### config.mk
export PLATFORM = sky130hd
export DESIGN_NAME = mem_arbiter
export DESIGN_NICKNAME = d
export VERILOG_FILES = /design/src/rtl/mem_pkg.sv /design/src/rtl/mem_arbiter_decode.sv /design/src/rtl/mem_arbiter.sv
export SDC_FILE = /design/constraint.sdc
export NUM_CORES = 1
export LEC_CHECK = 0
export CORE_UTILIZATION = 46
export DETAILED_ROUTE_END_ITERATION = 8
export DONT_BUFFER_PORTS = 1
export PLACE_DENSITY = 0.73
export SYNTH_ARGS = -nofsm -noshare
export SYNTH_HDL_FRONTEND = slang
export SYNTH_SLANG_ARGS = --single-unit
### constraint.sdc
create_clock -name clk_i -period 3.4 [get_ports clk_i]
set_clock_uncertainty 0.1 [all_clocks]
set_input_delay 0.68 -clock clk_i [delete_from_list [all_inputs] [get_ports clk_i]]
set_output_delay 0.68 -clock clk_i [all_outputs]
set_load 0.02 [all_outputs]
### src/rtl/mem_pkg.sv
// Shared definitions for the memory-bus arbiter: widths, device ids and FSM states.
package mem_pkg;

  localparam int unsigned ADDR_W    = 16;
  localparam int unsigned DATA_W    = 16;
  localparam int unsigned CNT_W     = 8;
  localparam int unsigned DEV_COUNT = 7;

  localparam logic [2:0] DRAM  = 3'd0;
  localparam logic [2:0] DROM  = 3'd1;
  localparam logic [2:0] DMAT  = 3'd2;
  localparam logic [2:0] DINT  = 3'd3;
  localparam logic [2:0] DREG  = 3'd4;
  localparam logic [2:0] DEXEC = 3'd5;
  localparam logic [2:0] DSPI  = 3'd6;
  localparam logic [2:0] DNONE = 3'd7;

  typedef enum logic [1:0] {
    IDLE,
    ACCESS,
    RESP
  } state_e;

endpackage

### src/rtl/mem_arbiter_decode.sv
// Address decoder: maps addr[15:12] to a device id while an access is active.
import mem_pkg::*;

module mem_arbiter_decode (
  input  logic [ADDR_W-1:0] addr_i,
  input  logic              rd_i,
  input  logic              wr_i,
  output logic              hit_o,
  output logic [2:0]        did_o
);

  // Only the page nibble selects a device; the offset passes through to the bus.
  logic unused_offset;
  assign unused_offset = ^addr_i[11:0];

  always_comb begin
    did_o = DNONE;
    hit_o = 1'b0;
    if (rd_i || wr_i) begin
      case (addr_i[15:12])
        4'h0:    did_o = DRAM;
        4'h1:    did_o = DROM;
        4'h2:    did_o = DMAT;
        4'h3:    did_o = DINT;
        4'h4:    did_o = DREG;
        4'h5:    did_o = DEXEC;
        4'h6:    did_o = DSPI;
        default: did_o = DNONE;
      endcase
      hit_o = (did_o != DNONE);
    end
  end

endmodule

### src/rtl/mem_arbiter.sv
// Two-master round-robin bus arbiter and transaction sequencer with bounded device wait.
import mem_pkg::*;

module mem_arbiter #(
  parameter int unsigned TIMEOUT = 16
) (
  input  logic                   clk_i,
  input  logic                   rst_i,
  input  logic [1:0]             m_req_i,
  input  logic [1:0]             m_wr_i,
  input  logic [1:0][ADDR_W-1:0] m_addr_i,
  input  logic [1:0][DATA_W-1:0] m_wdata_i,
  output logic [1:0]             m_gnt_o,
  output logic [1:0]             m_done_o,
  output logic                   m_err_o,
  output logic [DATA_W-1:0]      m_rdata_o,
  output logic                   bus_rd_o,
  output logic                   bus_wr_o,
  output logic [ADDR_W-1:0]      bus_addr_o,
  output logic [DATA_W-1:0]      bus_wdata_o,
  output logic [2:0]             dev_sel_o,
  input  logic [DEV_COUNT-1:0]   dev_ready_i,
  input  logic [DATA_W-1:0]      dev_rdata_i
);

  state_e              state_q, state_d;
  logic                owner_q, owner_d;
  logic                wr_q, wr_d;
  logic                rr_q, rr_d;
  logic [CNT_W-1:0]    cnt_q, cnt_d;
  logic [ADDR_W-1:0]   addr_q, addr_d;
  logic [DATA_W-1:0]   wdata_q, wdata_d;
  logic [1:0]          done_q, done_d;
  logic                err_q, err_d;
  logic [DATA_W-1:0]   rdata_q, rdata_d;

  logic                in_access;
  logic                hit;
  logic [2:0]          did;
  logic                legal;
  logic                ready;
  logic                winner;
  logic [DEV_COUNT:0]  ready_x;

  assign in_access = (state_q == ACCESS);

  mem_arbiter_decode u_decode (
    .addr_i (addr_q),
    .rd_i   (in_access & ~wr_q),
    .wr_i   (in_access & wr_q),
    .hit_o  (hit),
    .did_o  (did)
  );

  // ROM is read-only; a write there is rejected without touching the bus.
  assign legal   = hit & ~(wr_q & (did == DROM));
  assign ready_x = {1'b0, dev_ready_i};
  assign ready   = legal & ready_x[did];
  assign winner  = (&m_req_i) ? rr_q : m_req_i[1];

  // Strobes and device select are decoded from registered state only.
  assign bus_rd_o    = legal & ~wr_q;
  assign bus_wr_o    = legal & wr_q;
  assign dev_sel_o   = did;
  assign bus_addr_o  = addr_q;
  assign bus_wdata_o = wdata_q;
  assign m_done_o    = done_q;
  assign m_err_o     = err_q;
  assign m_rdata_o   = rdata_q;

  // Grant is issued in the same IDLE cycle that sees the request.
  always_comb begin
    m_gnt_o = '0;
    if ((state_q == IDLE) && (|m_req_i) && !rst_i) m_gnt_o[winner] = 1'b1;
  end

  always_comb begin
    state_d = state_q;
    owner_d = owner_q;
    wr_d    = wr_q;
    rr_d    = rr_q;
    cnt_d   = cnt_q;
    addr_d  = addr_q;
    wdata_d = wdata_q;
    done_d  = '0;
    err_d   = 1'b0;
    rdata_d = '0;
    case (state_q)
      IDLE: begin
        if (|m_req_i) begin
          owner_d = winner;
          wr_d    = m_wr_i[winner];
          addr_d  = m_addr_i[winner];
          wdata_d = m_wdata_i[winner];
          cnt_d   = '0;
          state_d = ACCESS;
        end
      end
      ACCESS: begin
        if (!legal) begin
          state_d         = RESP;
          done_d[owner_q] = 1'b1;
          err_d           = 1'b1;
        end else if (ready) begin
          state_d         = RESP;
          done_d[owner_q] = 1'b1;
          rdata_d         = wr_q ? '0 : dev_rdata_i;
        end else if (cnt_q == CNT_W'(TIMEOUT - 1)) begin
          state_d         = RESP;
          done_d[owner_q] = 1'b1;
          err_d           = 1'b1;
        end else if (cnt_q != '1) begin
          cnt_d = cnt_q + CNT_W'(1);
        end
      end
      RESP: begin
        rr_d    = ~owner_q;
        state_d = IDLE;
      end
      default: state_d = IDLE;
    endcase
  end

  always_ff @(posedge clk_i) begin
    if (rst_i) begin
      state_q <= IDLE;
      owner_q <= 1'b0;
      wr_q    <= 1'b0;
      rr_q    <= 1'b0;
      cnt_q   <= '0;
      addr_q  <= '0;
      wdata_q <= '0;
      done_q  <= '0;
      err_q   <= 1'b0;
      rdata_q <= '0;
    end else begin
      state_q <= state_d;
      owner_q <= owner_d;
      wr_q    <= wr_d;
      rr_q    <= rr_d;
      cnt_q   <= cnt_d;
      addr_q  <= addr_d;
      wdata_q <= wdata_d;
      done_q  <= done_d;
      err_q   <= err_d;
      rdata_q <= rdata_d;
    end
  end

endmodule
==> results.md, run 1 <==
* Io pins at 151
* Worst-path clk slew at 70 ps
* Initial antenna violation count at 0
* DP Worst Slack at 989 ps
* Root buffer cell: clkbuf_8
* Layout cells sized above 1 at 0.0791
* Worst EP arrival at 1700 ps
* PD cells at 665 nW/um^2
* Largest net degree at the start of global routing at 69
* Hold Path Stages at 1
* Cells taking the most area after synthesis: dfxtp_1, mux2i_1, a211oi_1
* Final setup vio count at 0
* Row cnt at 27
* Mapped cell area at 2710 sq um
* Total GRT Usage at 0.182
* Die X at 78.8 microns
* Final Hold Vio Count at 0
* Fin. max-slew vios at 0
* Number of H-tree levels at 3
* Leakage Power at 1.21 nW
* CTS Buf Count at 9
* Power, Total at 0.00196 W
* Max-Cap Viols at 0
* Design area at 2950 sq um
* Max_slew headroom at 0.287
* Die ar. at 6210 sq um
* Clock Path Buffers at 2
* Area fraction of the dominant cell type after synthesis at 0.472
* Initial DRT Pass Iterations at 4
* Via count at 2,010
* # hold bufs at CTS at 0
* DP Area at 2730 sq um
* Average wire per standard cell at 15.7 microns
* # nets final at 368
* Initial Utilization at 0.484
* Core area at 5610 sq um
* Dominant cell type by area after synthesis: dfxtp_1
* R2R depth at 5
* TNS Setup at 0 ps
* Synth Register Bits at 64
* Gr ovfl total at 0
* Die height at 78.8 microns
* Worst Slack Setup Final at 925 ps
* Max frequency at 404 MHz
* TritonCTS clock tree: done
* Max VDD drop at 0.303 mV
* Yosys cell types at 35
* Routed vias/inst at 5.74
* Final HPWL DP at 3900 microns
* Synth Instances at 283
* Diode count at 0
* Final Cycle Share at 0.728
* Antenna viol nets, final at 0
* Area grow syn2layout at 8.76%
* IO buf count at 0
* Crit end category: output port
* DR iter-0 viols at 101
* Worst skew pair latency at 330 ps
* Vias in the first global route at 1,851
* Sinks on the clock net at 64
* Post-layout util at 0.526
* Post_cts resized at 0
* Worst path required time at 2620 ps
* Worst Hold Class: primary input to flip-flop
* Total wire length at 5500 microns
* Least-Margin Pin Slew at 1060 ps
* Crit-path max FO at 9
* Post-synthesis sequential area ratio at 0.472
* Fin crit period at 2480 ps
* Synth warn at 0
* RSZ-0062 raised after global routing: false
* Fillers at 539
* Status: finished clean
* Final GP Congestion at 0.783
* Mapped Avg Cell Area at 9.59 sq um
* Critical path class: flip-flop to output port
* Syn_nets at 377
* Postcts setup bufs at 0
* First-pass GRT wire length at 8580 microns
* DRC at 0
* Startpoint Class: flip-flop
layout by cell type, fill, tap and decap left out, types with 2 or more instances in the layout:
cell type	count
dfxtp_1	64
nor2_1	39
mux2i_1	36
a211oi_1	35
and2_1	20
clkbuf_8	11
a21oi_1	9
or4_1	8
nand2b_1	6
o31ai_1	6
nand3_1	4
nand4_1	4
buf_4	4
o21ai_0	3
inv_1	3
nor2b_1	3
nand2_1	2
nor4_1	2
bufinv_16	2
where the power goes:
group | switching (W) | leakage (nW) | total, W | internal [W]
registers | 0.000144 | 0.525 | 0.000970 | 0.000825
clock network | 0.000271 | 0.112 | 0.000719 | 0.000448
logic | 0.000167 | 0.575 | 0.000273 | 0.000106
total | 0.000583 | 1.21 | 0.00196 | 0.00138
layer usage:
layer  up-vias  wire (microns)  GRT usage  part of all wire
li1       1002               -          -                 -
met1       885            2350      0.215              0.43
met2       114            2520      0.288              0.46
met3         9             516     0.0540             0.094
met4         0             112      0.117             0.020
met5         -               0          0                 0
per-stage QoR:
step / std cells / hold WS, ps
after global routing: 350 / 292
after floorplan: 283 / 328
final: 350 / 308
after CTS: 350 / 288
after detailed placement: 335 / 350
after global placement: 335 / 358
synthesized netlist by cell type:
master	number
o211ai_1	1
buf_4	1
mux2i_1	36
a31oi_1	1
nor2b_1	3
nor2_1	39
or4_1	8
o311a_1	1
nand4_1	4
nor4_2	1
a22oi_1	1
nor3b_2	1
nand3b_1	1
nor4_1	2
nor3_1	1
nand3_1	4
buf_1	2
dfxtp_1	64
nand2b_1	6
nand2_1	2
ha_1	1
clkbuf_1	14
o31ai_1	6
and2_1	20
inv_1	3
buf_6	2
and3_1	1
and4_1	1
buf_2	5
a21o_1	1
a211oi_1	35
o21ai_0	4
o21a_1	1
nor3b_1	1
a21oi_1	9
kinds of logic (layout without fill, tap and decap cells):
kind of cell | after synthesis | count (layout) | share of synthesized area
AO/OA/AOI/OAI | 60 | 60 | 0.155
flip-flops | 64 | 64 | 0.472
adder cells (fa/ha/maj) | 1 | 1 | 0.00461
buffers and inverters | 27 | 22 | 0.0466
AND/OR/NAND/NOR | 95 | 95 | 0.189
multiplexers | 36 | 36 | 0.133
flip-flops by register name, summed over array words and instances, names as in the netlist:
register / count
owner_q: 1
m_err_o: 1
bus_addr_o: 16
rr_q: 1
bus_wdata_o: 16
state_q: 2
m_rdata_o: 16
cnt_q: 8
m_done_o: 2
wr_q: 1
path summary, 6_finish.rpt:
path,startpoint,slack (ps),end
hold / removal,rst_i,310,bus_addr_o[13]$_SDFFE_PP0P_
setup reg to reg,bus_addr_o[12]$_SDFFE_PP0P_,990,cnt_q[0]$_SDFFE_PP0P_
hold reg to reg,owner_q$_SDFFE_PP0P_,370,m_done_o[0]$_SDFF_PP0_
setup / recovery,bus_addr_o[12]$_SDFFE_PP0P_,920,bus_wr_o
worst max-delay path, cell delays in order (launching register included):
cell	delay (ps)
dfxtp_1	660
nand2_1	100
o311a_1	360
and2_1	250
area by class of cell:
type,count,area [sq um],share of cell area
flip-flops and latches,64,1280,0.434
clock inverters,3,65.1,0.0221
inverters,3,11.3,0.00382
clock buffers,12,155,0.0526
repair buffers,4,30.0,0.0102
multi-input cells,192,1320,0.447
well taps,72,90.1,0.0305
No activity file was read; power rests on OpenSTA's default activity.
==> run 2: changes to the inputs <==
==> constraint.sdc (replaced) <==
create_clock -name clk_i -period 2.45 [get_ports clk_i]
set_clock_uncertainty 0.1 [all_clocks]
set_input_delay 0.49 -clock clk_i [delete_from_list [all_inputs] [get_ports clk_i]]
set_output_delay 0.49 -clock clk_i [all_outputs]
set_load 0.02 [all_outputs]
==> run 2 against run 1 <==
  * Via count grew 1.5%
  * Clock power grew 36%
  * Critical endpoint unchanged
  * Largest cell class unchanged
  * Critical path type unchanged
  * Sequential cell count is the same
  * Final area grew 0.51%
  * Sequential share of layout area shrank 0.22 points
  * Largest power group unchanged
==> results.md, run 2 (synthesis gave the netlist of run 1 again) <==
* Final Cycle Share at 0.907
* Initial antenna violation count at 0
* Number of H-tree levels at 3
* Delay-heaviest family, CP: simple AND/OR/NAND/NOR gates
* Post_cts resized at 0
* Worst Hold Class: primary input to flip-flop
* Row cnt at 27
* Max_slew headroom at 0.472
* Fin crit period at 2220 ps
* Max frequency at 450 MHz
* Root buffer cell: clkbuf_8
* Total GRT Usage at 0.189
* Diode count at 0
* Die ar. at 6210 sq um
* Gr ovfl total at 0
* Status: finished clean
* Average wire per standard cell at 16.1 microns
* # nets final at 370
* IO buf count at 0
* Die height at 78.8 microns
* Max-Cap Viols at 0
* Via count at 2,040
* Initial Utilization at 0.484
* # hold bufs at CTS at 0
* Vias in the first global route at 1,926
* Worst skew pair latency at 320 ps
* Max VDD drop at 0.444 mV
* Total wire length at 5670 microns
* Power, Total at 0.00272 W
* Antenna viol nets, final at 0
* Postcts setup bufs at 0
* TNS Setup at 0 ps
* Startpoint Class: flip-flop
* DR iter-0 viols at 105
* Most common cell after layout, fill and taps aside: dfxtp_1
* DRC at 0
* Sinks on the clock net at 64
* PD cells at 916 nW/um^2
* TritonCTS clock tree: done
* Worst path required time at 1860 ps
* Critical path class: flip-flop to output port
* Leakage Power at 1.22 nW
* Worst-path clk slew at 70 ps
* Largest net degree at the start of global routing at 69
* Area grow syn2layout at 9.32%
* Io pins at 151
* Worst EP arrival at 1630 ps
* Final Hold Vio Count at 0
* Routed vias/inst at 5.78
* Final GP Congestion at 0.803
* Final HPWL DP at 4010 microns
* CP cell instances: nor3b_2 -> o311a_1 -> and2_1
* Least-Margin Pin Slew at 785 ps
* Die X at 78.8 microns
* Crit end category: output port
* Layout cells sized above 1 at 0.0925
* First-pass GRT wire length at 8890 microns
* Core area at 5610 sq um
* Commonest non-fill, non-tap cells in the layout: dfxtp_1, nor2_1, mux2i_1
* Crit-path max cell delay at 400 ps
* RSZ-0062 raised after global routing: false
* Final setup vio count at 0
* Crit-path max FO at 5
* Clock Path Buffers at 2
* Initial DRT Pass Iterations at 4
* CTS Buf Count at 9
* CP Buf/Inv Count at 0
* Critical path's slowest cell: dfxtp_1
* Fin. max-slew vios at 0
run 2: changes by cell type in the layout (fill, tap and decap cells not counted):
cell and change:
buf_4 +2, clkbuf_1 -1, clkbuf_8 -1, clkinv_2 +2, clkinvlp_4 +1
run 2: power by group:
part           internal [W]  switching [W]  total (W)  leakage (nW)
clock network      0.000595       0.000386   0.000981         0.112
logic              0.000155       0.000239   0.000395         0.585
registers           0.00115       0.000195    0.00134         0.525
total               0.00190       0.000820    0.00272          1.22
run 2: path summary, 6_finish.rpt:
kind	startpoint	endpoint	slack, ps	cells past startpoint
worst max-delay path	bus_addr_o[15]$_SDFFE_PP0P_	bus_wr_o	230	3
worst min-delay path	rst_i	bus_addr_o[13]$_SDFFE_PP0P_	140	1
worst max register to register	bus_addr_o[13]$_SDFFE_PP0P_	cnt_q[3]$_SDFFE_PP0P_	240	5
worst min register to register	owner_q$_SDFFE_PP0P_	m_done_o[0]$_SDFF_PP0_	390	1
run 2: metrics by stage:
stage                     hold WS [ps]  utilization  setup slack [ps]  instance area [sq um]  std cells
final                              139        0.529               227                   2970        353
after global routing               106        0.529              56.7                   2970        353
after CTS                          109        0.529               201                   2970        353
after detailed placement           385        0.490               263                   2750        337
after global placement             363        0.490               350                   2750        337
after floorplan                    328            -              43.4                   2710        283
run 2: cell type report:
cell class                 count  area [sq um]
fill                         533          2640
tap                           72          90.1
sequential                    64          1280
clock buffer                  10           138
clock inverter                 6          82.6
timing repair buffer           6          45.0
multi-input combinational    192          1320
inverter                       3          11.3
run 2: per-layer routing:
layer | part of all wire | vias to the layer above | GRT usage | routed length [microns]
met3 | 0.091 | 4 | 0.0655 | 518
met2 | 0.47 | 105 | 0.309 | 2670
met1 | 0.43 | 920 | 0.212 | 2420
li1 | - | 1011 | - | -
met5 | 0 | - | 0 | 0
met4 | 0.0090 | 0 | 0.107 | 51
==> run 3: changes to the inputs <==
--- a/config.mk
+++ b/config.mk
@@ -8,7 +8,6 @@
 export CORE_UTILIZATION = 46
 export DETAILED_ROUTE_END_ITERATION = 8
 export DONT_BUFFER_PORTS = 1
-export PLACE_DENSITY = 0.73
 export SYNTH_ARGS = -nofsm -noshare
 export SYNTH_HDL_FRONTEND = slang
 export SYNTH_SLANG_ARGS = --single-unit
==> constraint.sdc (replaced) <==
create_clock -name clk_i -period 2.45 [get_ports clk_i]
set_clock_uncertainty 0.1 [all_clocks]
set_input_delay 0.1225 -clock clk_i [delete_from_list [all_inputs] [get_ports clk_i]]
set_output_delay 0.1225 -clock clk_i [all_outputs]
set_load 0.02 [all_outputs]
==> run 3 against run 2 <==
  * Cell count rose by 24%
  * Clock power fell by 20%
  * Critical endpoint is now cnt_q[5]$_SDFFE_PP0P_
  * Die area did not move
  * Register-to-register slack barely moved
  * Utilization rose by 15 points
==> results.md, run 3 (synthesis gave the netlist of run 1 again) <==
* Die ar. at 6210 sq um
* Critical path class: flip-flop to flip-flop
* DRC at 0
* DP Worst Slack at 259 ps
* Least-Margin Pin Slew at 818 ps
* Final Hold Vio Count at 0
* RSZ-0062 raised after global routing: false
* PD cells at 710 nW/um^2
* Worst skew pair latency at 330 ps
* Commonest non-fill, non-tap cells in the layout: dlygate4sd3_1, dfxtp_1, nor2_1
* Initial antenna violation count at 0
* R2R depth at 5
* First-pass GRT wire length at 11,100 microns
* Leakage Power at 1.55 nW
* Row cnt at 27
* Fillers at 422
* Reg2reg end: cnt_q[5]$_SDFFE_PP0P_
* Final GP Congestion at 0.813
* Final Cycle Share at 0.908
* Worst path required time at 2600 ps
* Postcts setup bufs at 0
* Die X at 78.8 microns
* Diode count at 0
* Worst r2r src: bus_addr_o[13]$_SDFFE_PP0P_
* # hold bufs at CTS at 84
* Max_slew headroom at 0.450
* Layout Cells excl Fill at 437
* Core area at 5610 sq um
* Worst-path clk slew at 70 ps
* Worst Hold Class: primary input to flip-flop
* Clock Path Buffers at 2
* Gr ovfl total at 0
* Average wire per standard cell at 16.1 microns
* Final setup vio count at 0
* DR iter-0 viols at 90
* Fin. max-slew vios at 0
* CTS Buf Count at 9
* Hold wc startpoint: rst_i
* Sinks on the clock net at 64
* Max frequency at 449 MHz
* Total GRT Usage at 0.231
* Max-Cap Viols at 0
* Via count at 2,416
* Initial Utilization at 0.484
* Final HPWL DP at 3900 microns
* IO buf count at 0
* Io pins at 151
* Initial DRT Pass Iterations at 4
* Layout cells sized above 1 at 0.0740
* Antenna viol nets, final at 0
* Largest net degree at the start of global routing at 69
* Fin crit period at 2220 ps
* Routed vias/inst at 5.53
* Most common cell after layout, fill and taps aside: dlygate4sd3_1
* Root buffer cell: clkbuf_8
* Number of H-tree levels at 3
* TNS Setup at 0 ps
* Max VDD drop at 0.346 mV
* Die height at 78.8 microns
* Post-Place Cells at 337
* Worst EP arrival at 2380 ps
* Total wire length at 7030 microns
* Startpoint Class: flip-flop
* Worst Slack Setup Final at 225 ps
* Vias in the first global route at 2,252
* Crit-path max FO at 17
* Post_cts resized at 0
* WHS Endpoint: owner_q$_SDFFE_PP0P_
* TritonCTS clock tree: done
* Crit end category: flip-flop
* Area grow syn2layout at 39.4%
* # nets final at 454
* Status: finished clean
* Hold Path Stages at 2
* Reg-to-reg slack, setup at 230 ps
## run 3: critical path, stage by stage (launching register included)
cell,delay (ps)
dfxtp_1,600
mux2i_1,240
o211ai_1,120
and3_1,390
or4_1,550
a21oi_1,160
## run 3: how the worst max path moves through the flow
stage	depth (start not counted)	startpoint	end	slack, ps
after CTS	5	bus_addr_o[13]$_SDFFE_PP0P_	cnt_q[3]$_SDFFE_PP0P_	230
after detailed placement	5	bus_addr_o[13]$_SDFFE_PP0P_	cnt_q[3]$_SDFFE_PP0P_	260
after global placement	5	bus_addr_o[13]$_SDFFE_PP0P_	cnt_q[5]$_SDFFE_PP0P_	310
final	5	bus_addr_o[13]$_SDFFE_PP0P_	cnt_q[5]$_SDFFE_PP0P_	230
after global routing	5	bus_addr_o[13]$_SDFFE_PP0P_	cnt_q[7]$_SDFFE_PP0P_	90
after floorplan	8	bus_addr_o[12]$_SDFFE_PP0P_	cnt_q[0]$_SDFFE_PP0P_	340
## run 3: report_power, final
part,total [W],switching [W],internal (W)
Clock,0.000789,0.000425,0.000364
Combinational,0.000556,0.000286,0.000270
Sequential,0.00134,0.000197,0.00114
Total,0.00269,0.000907,0.00178
## run 3: stage by stage
| step | total power (W) | hold slack, ps | cell area, sq um | util |
|---|---|---|---|---|
| floorplan | 0.00170 | 144 | 2710 | - |
| global placement | 0.00176 | 99.2 | 2760 | 0.492 |
| detailed placement | 0.00177 | 101 | 2760 | 0.492 |
| CTS | 0.00269 | 14.1 | 3780 | 0.674 |
| global route | 0.00284 | 20.6 | 3780 | 0.674 |
| finish | 0.00269 | 35.0 | 3780 | 0.674 |
## run 3: metal layers
metal / GRT usage / part of all wire / up-vias
met1: 0.279 / 0.42 / 1079
met3: 0.0736 / 0.083 / 25
li1: - / - / 1180
met2: 0.366 / 0.46 / 132
met5: 0 / 0 / -
met4: 0.122 / 0.033 / 0
## run 3: final cells by class
type | count | area, sq um | area share
Sequential cell | 64 | 1280 | 0.339
Clock inverter | 7 | 48.8 | 0.0129
Timing Repair Buffer | 90 | 908 | 0.240
Tap cell | 72 | 90.1 | 0.0238
Inverter | 3 | 11.3 | 0.00298
Multi-Input combinational cell | 192 | 1320 | 0.348
Clock buffer | 9 | 124 | 0.0328
